<file path="config.mk">
export PLATFORM = sky130hd
export DESIGN_NAME = io_tile_cfg_reg
export DESIGN_NICKNAME = d
export VERILOG_FILES = /design/src/rtl/io_tile_cfg_reg.sv
export SDC_FILE = /design/constraint.sdc
export NUM_CORES = 1
export LEC_CHECK = 0
export ABC_AREA = 1
export BUFFER_PORTS_ARGS = -buffer_cell sky130_fd_sc_hd__clkbuf_2
export CAP_MARGIN = 20
export CORE_ASPECT_RATIO = 0.75
export CORE_MARGIN = 3
export CORE_UTILIZATION = 54
export CTS_BUF_LIST = sky130_fd_sc_hd__clkbuf_4
export CTS_CLUSTER_SIZE = 24
export DETAILED_ROUTE_END_ITERATION = 12
export PLACE_DENSITY_LB_ADDON = 0.08
export SLEW_MARGIN = 20
export SYNTH_ARGS = -nofsm -noshare
export SYNTH_HDL_FRONTEND = slang
export SYNTH_SLANG_ARGS = --single-unit
</file>
<file path="constraint.sdc">
create_clock -name clock -period 1.98 [get_ports clock]
set_input_delay 0.396 -clock clock [delete_from_list [all_inputs] [get_ports clock]]
set_output_delay 0.396 -clock clock [all_outputs]
set_load 0.01 [all_outputs]
</file>
<file path="src/rtl/io_tile_cfg_reg.sv">
// io_tile_cfg_reg: generation-2 IO tile at the fabric edge.
// Routes interconnect tracks to pads and pads to tracks. Each path can be
// registered or bypassed, and each pad has an output enable. Routing comes from
// a serial configuration shift chain. While config_enable is high, every data
// output and the pad enables are forced low because the chain contents are in flux.
module io_tile_cfg_reg #(
   parameter int IO_PAIRS = 4,
   parameter int IC_PAIRS = 10
) (
   input  logic                clock,
   input  logic                reset,
   input  logic [IO_PAIRS-1:0] data_from_io,
   output logic [IO_PAIRS-1:0] data_to_io,
   output logic [IO_PAIRS-1:0] data_oe_io,
   input  logic [IC_PAIRS-1:0] data_from_ic,
   output logic [IC_PAIRS-1:0] data_to_ic,
   input  logic                config_in,
   output logic                config_out,
   input  logic                config_enable
);

   localparam int OSEL_W   = (IC_PAIRS > 1) ? $clog2(IC_PAIRS) : 1;
   localparam int ISEL_W   = (IO_PAIRS > 1) ? $clog2(IO_PAIRS) : 1;
   localparam int IO_FLD   = OSEL_W + 3;
   localparam int IC_FLD   = ISEL_W + 1;
   localparam int IC_BASE  = IO_PAIRS * IO_FLD;
   localparam int CFG_BITS = IO_PAIRS * IO_FLD + IC_PAIRS * IC_FLD;

   logic [CFG_BITS-1:0] cfg_q, cfg_d;
   logic [IO_PAIRS-1:0] outPipe_q, outPipe_d;
   logic [IO_PAIRS-1:0] inPipe_q, inPipe_d;

   logic [OSEL_W-1:0]   osel [IO_PAIRS];
   logic [IO_PAIRS-1:0] padOe;
   logic [IO_PAIRS-1:0] padOutReg;
   logic [IO_PAIRS-1:0] padInReg;
   logic [ISEL_W-1:0]   isel [IC_PAIRS];
   logic [IC_PAIRS-1:0] trackEn;

   logic [IO_PAIRS-1:0] outSrc;
   logic                outGate;

   // Shift the chain while configuring; hold it otherwise.
   always_comb begin
      cfg_d = cfg_q;
      if (config_enable) begin
         cfg_d = {cfg_q[CFG_BITS-2:0], config_in};
      end
   end

   // Chain storage; reset discards any partially shifted configuration.
   always_ff @(posedge clock or posedge reset) begin
      if (reset) begin
         cfg_q <= '0;
      end else begin
         cfg_q <= cfg_d;
      end
   end

   assign config_out = cfg_q[CFG_BITS-1];

   // Split the chain into per-pad and per-track fields.
   always_comb begin
      for (int i = 0; i < IO_PAIRS; i++) begin
         osel[i]      = cfg_q[i*IO_FLD +: OSEL_W];
         padOe[i]     = cfg_q[i*IO_FLD + OSEL_W];
         padOutReg[i] = cfg_q[i*IO_FLD + OSEL_W + 1];
         padInReg[i]  = cfg_q[i*IO_FLD + OSEL_W + 2];
      end
      for (int j = 0; j < IC_PAIRS; j++) begin
         isel[j]    = cfg_q[IC_BASE + j*IC_FLD +: ISEL_W];
         trackEn[j] = cfg_q[IC_BASE + j*IC_FLD + ISEL_W];
      end
   end

   // Track-to-pad selection; selector codes beyond the last track give 0.
   always_comb begin
      outSrc = '0;
      for (int i = 0; i < IO_PAIRS; i++) begin
         for (int k = 0; k < IC_PAIRS; k++) begin
            if (osel[i] == OSEL_W'(k)) begin
               outSrc[i] = data_from_ic[k];
            end
         end
      end
   end

   // Pipeline registers capture 0 while configuring so stale data never leaks out.
   always_comb begin
      outPipe_d = config_enable ? '0 : outSrc;
      inPipe_d  = config_enable ? '0 : data_from_io;
   end

   // Per-pad output and input pipeline registers, updated every cycle.
   always_ff @(posedge clock or posedge reset) begin
      if (reset) begin
         outPipe_q <= '0;
         inPipe_q  <= '0;
      end else begin
         outPipe_q <= outPipe_d;
         inPipe_q  <= inPipe_d;
      end
   end

   assign outGate = config_enable | reset;

   // Pad outputs and enables, registered or bypassed per pad, gated while configuring.
   always_comb begin
      data_to_io = '0;
      data_oe_io = '0;
      for (int i = 0; i < IO_PAIRS; i++) begin
         if (!outGate) begin
            data_to_io[i] = padOutReg[i] ? outPipe_q[i] : outSrc[i];
            data_oe_io[i] = padOe[i];
         end
      end
   end

   // Pad-to-track selection; latency follows the in_reg bit of the chosen source pad.
   always_comb begin
      data_to_ic = '0;
      for (int j = 0; j < IC_PAIRS; j++) begin
         if (trackEn[j] && !outGate) begin
            for (int p = 0; p < IO_PAIRS; p++) begin
               if (isel[j] == ISEL_W'(p)) begin
                  data_to_ic[j] = padInReg[p] ? inPipe_q[p] : data_from_io[p];
               end
            end
         end
      end
   end

endmodule

</file>
==> impl_metrics.ini <==
[status]
status = finished, violations left
violations = negative setup slack

[logic_synthesis]
synthAdderAreaFrac = 0
synth_xor_area_frac = 0
synth.area.mux_share = 0
synthesis.area_um2 = 3280
synth_top_family_by_area = simple AND/OR/NAND/NOR gates
synth_seq_cells = 66
synth.avg_cell_area_um2 = 7.56
ys_seq_area_frac = 0.504
synthDistinctLibCells = 22
yosysWarnings = 0
syn-num-nets = 451
synth_cells = 433
synth_simple_gate_area_frac = 0.220
synth_compound_area_frac = 0.188

[drt]
drt_iter0_markers = 352
via_per_inst = 5.43
ant_nets = 0
drcViolationCount = 0
avgRoutedWirePerCell_um = 15.1
firstDrtPassIters = 5
vias = 3174
wl_um = 8850

[worst_setup_path]
cp-end-kind = output pin
crit_type = reg2out
critical-path-top-cell-by-count = nand3_2
critPathSlowestCell = dfrtp_2
worstPathArrival_ns = 1.72
crit_required_ns = 1.58
startpoint_type = register
crit_fanout = 6
crit_chain = buf_12 -> o21ai_2 -> o21bai_4 -> nand3_2 -> nand3_2 -> nand2_1 -> inv_1 -> buf_2
max_stage_delay_ns = 0.46

[grt]
grt_pass1_wl_um = 14000
antenna_found_initial = 0
grtUsageTotal = 0.260
grt.overflow.total = 0
grt_pass1_vias = 2959
grt_max_degree = 54

[sta]
drv_slew = 0
worst_slack_ns = -0.135
rsz0062_at_grt = yes
finalSetupViolCount = 15
finalHoldViolations = 0
fin_skew_ns = 0.0177
max_slew_margin = 0.674
post-route-period-util = 1.07
min_period_ns = 2.11
max_freq_mhz = 473
tightest_slew_ns = 0.489
finalSetupTns_ns = -1.05

[floorplanning]
die_area_um2 = 7050
die_h_um = 73.5
core_um2 = 5610
ios = 37
std_cell_rows = 23
die_w_um = 95.9
initial_core_util = 0.584

[pwr]
share_seq_of_total_power = 0.446
p_sw_w = 0.00134
power.density_nw_per_um2 = 931
peakVddDrop_mv = 0.475
switching_share = 0.340
p_leak_nw = 2.08
totalPowerFinal_w = 0.00394
power_frac_clock = 0.255
p_int_w = 0.00260
p_comb_frac = 0.299

[placement]
numPortBuffers = 36
gp_congestion = 0.869
hpwl_um = 5210
placed_area_um2 = 3540

[finish]
insertedDiodeCount = 0
area_delta_synth_final_pct = 29.3
drive_gt1_frac = 0.320
fin_area_um2 = 4240
nFillCells = 440
nNetsFinal = 522

[clocking]
cts.sinks = 66
cts_tree = yes
cts_max_path_buffers = 2
clock-root-buffer = clkbuf_4
htree_num_levels = 3
clk_pin_slew_ns = 0.11
cts_made_buffers = 9
clock_latency_ns = 0.42

[flow_run]
maxCapViolations = 0

[min_path]
hold_class = in2async
[metrics by stage]
stage          instances  hold WS, ns  worst slack, ns  utilization
6_report             584        0.191           -0.135        0.755
5_1_grt              584        0.197           -0.218        0.755
3_5_place_dp         537        0.468            0.198        0.632
4_1_cts              580        0.183           -0.117        0.726
3_3_place_gp         537        0.463            0.232        0.632
2_1_floorplan        433        0.453            0.460            -
[worst paths after layout]
path                                 startpoint       endpoint  slack (ns)  cells past startpoint
max in group asynchronous                 reset      cfg_q[32]        1.24                      4
worst min-delay path                      reset       cfg_q[9]        0.19                      3
worst max-delay path                  cfg_q[23]  data_to_io[3]       -0.13                      8
worst max register to register        cfg_q[23]   outPipe_q[3]       -0.01                     13
min in group clock              data_from_io[3]    inPipe_q[3]        0.20                      3
worst min register to register         cfg_q[2]       cfg_q[3]        0.49                      2
[power by group through the flow]
stage	sequential, W	combinational, W	clock, W
CTS	0.00173	0.00103	0.00102
detailed placement	0.00175	0.000734	0
finish	0.00176	0.00118	0.00101
floorplan	0.00170	0.000545	0
global placement	0.00175	0.000713	0
global route	0.00179	0.00130	0.00108
[Yosys cell counts, drive strengths merged]
library cell / number / share of area
nand3: 18 / 0.029
nand4: 1 / 0.0019
a211oi: 2 / 0.0046
o21ai: 85 / 0.13
a21oi: 27 / 0.041
clkbuf: 4 / 0.0046
o211ai: 3 / 0.0069
inv: 53 / 0.061
o21bai: 1 / 0.0023
nand2: 125 / 0.14
nor2: 33 / 0.040
dfrtp: 66 / 0.50
nor3: 3 / 0.0046
buf: 12 / 0.023
[sequential cells by signal (all words and copies together), names as in the netlist]
name and count:
outPipe_q 4, cfg_q 58, inPipe_q 4
[metal layers]
| metal | wire [um] | global-route usage | vias up |
|---|---|---|---|
| met1 | 3940 | 0.387 | 1473 |
| li1 | - | - | 1544 |
| met2 | 4100 | 0.382 | 142 |
| met3 | 667 | 0.0512 | 15 |
| met5 | 0 | 0 | - |
| met4 | 146 | 0.0852 | 0 |
[repair_timing]
action,CTS,global route
endpoints found under the setup margin,14,15
pin swaps,31,29
hold buffers,0,0
gates cloned,1,0
resized for setup,74,48
setup buffers,27,4
[cell type report]
cell class | count | area, um2 | share of cell area
Timing Repair Buffer | 76 | 562 | 0.133
Inverter | 53 | 208 | 0.0490
Tap cell | 75 | 93.8 | 0.0222
Multi-Input combinational cell | 298 | 1560 | 0.368
Sequential cell | 66 | 1660 | 0.391
Clock inverter | 6 | 81.3 | 0.0192
Clock buffer | 10 | 75.1 | 0.0177
[cell families (layout without fill, tap and decap cells)]
| family | count (synthesis) | after routing |
|---|---|---|
| compound gates | 118 | 118 |
| buf+inv | 69 | 145 |
| flops | 66 | 66 |
| simple gates | 180 | 180 |
[placed cells by master, fill, tap and decap left out, drive strengths merged]
cell type and instances:
nand4 1, clkinvlp 2, o21bai 1, nand2 125, a211oi 2, clkinv 3, dfrtp 66, inv 52
a21oi 27, buf 53, clkbuf 33, bufinv 2, nor3 3, nand3 18, o21ai 85, o211ai 3
nor2 33
[critical path: cells and delay by family, from the launching register on]
kind                   cells  cell delay [ns]
DFF                        1             0.46
buffers and inverters      3             0.32
AOI/OAI and AO/OA          2             0.29
and+or+nand+nor            3             0.25
(Power assumes the default switching activity.)
